`config.mk`:
```
export PLATFORM = sky130hd
export DESIGN_NAME = reg_write_arbiter
export DESIGN_NICKNAME = d
export VERILOG_FILES = /design/src/rtl/reg_write_arbiter.sv
export SDC_FILE = /design/constraint.sdc
export NUM_CORES = 1
export LEC_CHECK = 0
export ABC_AREA = 1
export BUFFER_PORTS_ARGS = -buffer_cell sky130_fd_sc_hd__buf_2
export CORE_MARGIN = 1.5
export CORE_UTILIZATION = 55
export CTS_CLUSTER_DIAMETER = 30
export DETAILED_ROUTE_END_ITERATION = 16
export PLACE_DENSITY = 0.86
export SLEW_MARGIN = 15
export SYNTH_ARGS = -nofsm -noshare
export SYNTH_HDL_FRONTEND = slang
export SYNTH_SLANG_ARGS = --single-unit
```
`constraint.sdc`:
```
create_clock -name clock -period 5.3 [get_ports clock]
set_clock_uncertainty 0.05 [all_clocks]
set_input_delay 0.265 -clock clock [delete_from_list [all_inputs] [get_ports clock]]
set_output_delay 0.265 -clock clock [all_outputs]
set_load 0.01 [all_outputs]
```
`src/rtl/reg_write_arbiter.sv`:
```
// Shares the register-file write port between the writeback stage (priority) and a
// small queue of secondary writes, with WAW kill, pending lookup and starvation relief.
module reg_write_arbiter #(
  parameter int DEPTH        = 2,
  parameter int STARVE_LIMIT = 4,
  localparam int PTR_W       = (DEPTH > 1) ? $clog2(DEPTH) : 1,
  localparam int OCC_W       = $clog2(DEPTH) + 1
) (
  input  logic             clock,
  input  logic             reset,
  input  logic             wb_valid,
  input  logic [4:0]       wb_id,
  input  logic [31:0]      wb_value,
  input  logic             sec_valid,
  input  logic [4:0]       sec_id,
  input  logic [31:0]      sec_value,
  output logic             sec_ready,
  input  logic [4:0]       rs_id,
  input  logic [4:0]       rt_id,
  output logic             pend_rs,
  output logic             pend_rt,
  output logic             control_reg_write,
  output logic [4:0]       control_write_id,
  output logic [31:0]      reg_write_value,
  output logic             starve_stall,
  output logic [OCC_W-1:0] occupancy,
  output logic             protocol_err
);

  localparam logic [OCC_W-1:0] DEPTH_C  = OCC_W'(DEPTH);
  localparam logic [3:0]       STARVE_C = 4'(STARVE_LIMIT);

  logic [4:0]       q_id    [DEPTH];
  logic [31:0]      q_value [DEPTH];
  logic [DEPTH-1:0] q_valid;
  logic [PTR_W-1:0] head;
  logic [PTR_W-1:0] tail;
  logic [OCC_W-1:0] slot_cnt;
  logic [3:0]       wait_cnt;
  logic             err_q;

  logic             head_live;
  logic             head_dead;
  logic             grant_head;
  logic             grant_wb;
  logic             push;
  logic             pop;
  logic             kill_en;
  logic [OCC_W-1:0] live_cnt;

  function automatic logic [OCC_W-1:0] count_live(input logic [DEPTH-1:0] v);
    logic [OCC_W-1:0] n;
    n = '0;
    for (int i = 0; i < DEPTH; i++) n = n + OCC_W'(v[i]);
    return n;
  endfunction

  // Valid bits are cleared on pop, so a set bit at head implies an occupied slot.
  assign head_live    = q_valid[head];
  assign head_dead    = (slot_cnt != '0) && !q_valid[head];
  assign live_cnt     = count_live(q_valid);
  assign starve_stall = !reset && (wait_cnt == STARVE_C);
  assign grant_head   = !reset && head_live && (starve_stall || !wb_valid);
  assign grant_wb     = !reset && !starve_stall && wb_valid;
  assign kill_en      = grant_wb && (wb_id != 5'd0);
  // Killed entries still hold physical slots, so readiness follows slot usage.
  assign sec_ready    = !reset && (slot_cnt < DEPTH_C);
  assign push         = sec_valid && sec_ready && (sec_id != 5'd0);
  assign pop          = grant_head || head_dead;
  assign occupancy    = reset ? '0 : live_cnt;
  assign protocol_err = err_q;

  assign control_reg_write = grant_head || grant_wb;
  assign control_write_id  = grant_head ? q_id[head]    : wb_id;
  assign reg_write_value   = grant_head ? q_value[head] : wb_value;

  always_comb begin
    pend_rs = 1'b0;
    pend_rt = 1'b0;
    for (int i = 0; i < DEPTH; i++) begin
      if (q_valid[i] && (q_id[i] == rs_id)) pend_rs = 1'b1;
      if (q_valid[i] && (q_id[i] == rt_id)) pend_rt = 1'b1;
    end
    if (reset || (rs_id == 5'd0)) pend_rs = 1'b0;
    if (reset || (rt_id == 5'd0)) pend_rt = 1'b0;
  end

  always_ff @(posedge clock) begin
    if (reset) begin
      head     <= '0;
      tail     <= '0;
      slot_cnt <= '0;
      q_valid  <= '0;
      wait_cnt <= '0;
      err_q    <= 1'b0;
    end else begin
      // The writeback is newer than anything queued for the same register.
      for (int i = 0; i < DEPTH; i++) begin
        if (kill_en && (q_id[i] == wb_id)) q_valid[i] <= 1'b0;
      end
      if (pop) begin
        q_valid[head] <= 1'b0;
        head          <= head + 1'b1;
      end
      if (push) begin
        q_valid[tail] <= 1'b1;
        tail          <= tail + 1'b1;
      end
      slot_cnt <= slot_cnt + OCC_W'(push) - OCC_W'(pop);

      if (grant_head || (live_cnt == '0)) begin
        wait_cnt <= '0;
      end else if (head_live && (wait_cnt != STARVE_C)) begin
        wait_cnt <= wait_cnt + 4'd1;
      end

      if (wb_valid && starve_stall) err_q <= 1'b1;
    end
  end

  always_ff @(posedge clock) begin
    if (push) begin
      q_id[tail]    <= sec_id;
      q_value[tail] <= sec_value;
    end
  end

endmodule

```
==> impl_metrics.json <==
{
  "cts_sinks": 86,
  "power_leakage_nw": 2.14,
  "antennaDiodeCount": 0,
  "cts-root-buf": "clkbuf_8",
  "yosysUniqueCellTypes": 25,
  "cp_data_arrival_time_ps": 2720,
  "cts_tree": "done",
  "crit-reg2reg-launch": "slot_cnt[1]$_SDFF_PP0_",
  "drt_pass1_iterations": 5,
  "yosysMostFrequentCell": "nand2_1",
  "outcome": "finished, final reports clean",
  "register_area_um2": 2460,
  "worst_pin_slew_ps": 1120,
  "htreeDepth": 3,
  "grtUsageTotal_pct": 26.3,
  "die_height_um": 90.2,
  "synth_area_per_cell_um2": 9.73,
  "multi_input_area_um2": 1460,
  "power_frac_seq_pct": 50.1,
  "synth_nets": 524,
  "crit_path_start_kind": "flip-flop",
  "grt_setup_unrepaired": "no",
  "start_util_pct": 57.4,
  "slew_viol_final": 0,
  "hold_class": "in -> reg",
  "cp.required_ps": 4990,
  "gr-total-overflow": 0,
  "irDropWorstVdd_mv": 0.199,
  "synth_edf_count": 74,
  "wl_per_cell_um": 15.6,
  "io_buffers": 132,
  "ant_nets": 0,
  "clock_latency_ps": 350,
  "via_per_inst": 5.39,
  "finalInstanceArea_um2": 5060,
  "postCtsSetupBuffers": 0,
  "yosys.area.top_type": "edfxtp_1",
  "grt.met2_usage_pct": 47.5,
  "syn_area_um2": 4180,
  "endpoint_kind": "output port",
  "max_freq_mhz": 329,
  "num_vias": 3574,
  "syn_to_final_growth_pct": 21.1,
  "nFillCells": 617,
  "grt_antenna_before_repair": 0,
  "die_area_um2": 8140,
  "grt_max_degree": 43,
  "hold_path.startpoint": "sec_value[10]",
  "dpl.hpwl_um": 7430,
  "drive_gt1_share_pct": 29.6,
  "synth_top_area_share_pct": 53.1,
  "ios": 133,
  "async_reset_ff_share_pct": 0,
  "cts_hold_buffers": 0,
  "ys.warnings.count": 0,
  "min_path_cells": 1,
  "p_int_mw": 1.09,
  "synthTopCellsByCount": "108 x nand2_1, 74 x edfxtp_1, 57 x nor2_1, 42 x inv_1, 21 x a31oi_1",
  "rows": 31,
  "timing.final.crit_share_pct": 57.3,
  "layout.nets": 653,
  "drtIter0Drc": 214,
  "cts.repair.resized": 0,
  "slew-limit-headroom_pct": 25.1,
  "p_clk_share_pct": 25.1,
  "grt_pass1_vias": 3601,
  "switching_share_pct": 33.1,
  "setup_tns_ps": 0,
  "synth.area.top_cells": "edfxtp_1 53%, nand2_1 9.7%, dfxtp_1 5.7%",
  "ys.flop_type": "edfxtp_1",
  "gp_congestion": 0.929,
  "fin_crit_ps": 3040,
  "fp.dieW_um": 90.2,
  "worstReg2RegEnd": "q_value[0][5]$_DFFE_PP_",
  "core_um2": 7290,
  "top_usage_layer": "met2",
  "cts.clk_slew.worst_paths_ps": 90,
  "seq_area_frac_synth_pct": 58.9,
  "path_class": "reg -> out",
  "p_switching_mw": 0.538,
  "power_density_nw_per_um2": 321,
  "comb_power_share_pct": 24.8,
  "clk_path_buf_depth": 2,
  "r2r_cells": 6,
  "grt_pass1_wl_um": 16700,
  "place_area_um2": 4890,
  "final_hold_viol_count": 0,
  "finalSetupViolCount": 0,
  "routed_wl_um": 10400,
  "hold_end": "q_value[0][10]$_DFFE_PP_",
  "r2r_slack_ps": 3130,
  "synth.ff_latch_count": 86,
  "cts_inserted_buffers": 9,
  "syn_inst": 430,
  "use_met1_pct": 29.4,
  "drv_cap": 0,
  "path_max_fanout": 38,
  "drc": 0,
  "use_met3_pct": 5.75
}
==> worst max-delay path: stages, from the launching register on <==
cell     delay, ps
dfxtp_1        350
inv_1           70
ha_1           200
nand3_4        110
nand2_2         90
nand3_4         90
inv_2          490
buf_4          490
nor2_1          90
a31oi_1        180
buf_2          180
==> power groups by stage <==
stage / clock network, mW / logic (mW) / registers, mW
6_report: 0.408 / 0.404 / 0.816
5_1_grt: 0.434 / 0.450 / 0.821
4_1_cts: 0.409 / 0.406 / 0.816
3_5_place_dp: 0 / 0.403 / 0.831
3_3_place_gp: 0 / 0.396 / 0.829
2_1_floorplan: 0 / 0.272 / 0.823
==> registers in the layout, indices dropped and copies added, names as in the netlist, named ones only <==
register      cells
q_value          64
slot_cnt          2
q_id             10
protocol_err      1
tail              1
head              1
wait_cnt          4
q_valid           2
==> logic make-up after synthesis <==
kind of cell    count (synthesis)  synth area share [%]
compound gates                 83                  13.4
xor+xnor                        6                  1.26
fa+ha+maj                       6                  1.79
buf+inv                        60                  6.40
flops                          86                  58.9
simple gates                  189                  18.3
==> layout by cell type (no fill, tap or decap), drive strengths merged <==
master,n
buf,135
nand3,20
o31ai,2
nand2,110
clkinvlp,3
nor3,2
a221oi,1
a21oi,15
inv,44
nor2,57
dfxtp,12
edfxtp,74
xor2,6
o22ai,9
clkbuf,9
a31oi,32
o211ai,6
ha,6
clkinv,3
o21ai,18
==> routing by layer <==
metal | up-vias | routed length (um)
li1 | 1742 | -
met1 | 1650 | 4010
met2 | 156 | 5270
met3 | 26 | 774
met4 | 0 | 299
met5 | - | 0
==> layout make-up <==
cell class | count | share of cell area, %
clock inverter | 7 | 0.963
sequential | 86 | 48.6
tap | 99 | 2.45
inverter | 43 | 3.19
clock buffer | 9 | 2.45
multi-input combinational | 284 | 28.9
timing repair buffer | 135 | 13.5
==> worst max path at each step <==
stage                                   from                   end  slack [ps]  depth (start not counted)
CTS                 wait_cnt[0]$_SDFFE_PP0P_   reg_write_value[14]        2270                         10
global placement    wait_cnt[0]$_SDFFE_PP0P_    reg_write_value[5]        2800                         10
detailed placement  wait_cnt[0]$_SDFFE_PP0P_   reg_write_value[14]        2660                         10
finish              wait_cnt[0]$_SDFFE_PP0P_   reg_write_value[14]        2260                         10
global route        wait_cnt[0]$_SDFFE_PP0P_    reg_write_value[3]        2050                         10
floorplan             slot_cnt[1]$_SDFF_PP0_  q_id[1][0]$_DFFE_PP_        2510                          3
==> metrics by stage <==
| stage | util [%] | power (mW) | setup WS [ps] | hold slack [ps] | cells |
|---|---|---|---|---|---|
| after global routing | 69.5 | 1.71 | 2050 | 38.2 | 663 |
| final | 69.5 | 1.63 | 2260 | 42.2 | 663 |
| after floorplan | - | 1.09 | 2510 | 314 | 430 |
| after CTS | 69.5 | 1.63 | 2270 | 36.2 | 663 |
| after detailed placement | 67.1 | 1.23 | 2660 | 388 | 647 |
| after global placement | 67.1 | 1.22 | 2800 | 385 | 647 |
(Power assumes the default switching activity.)
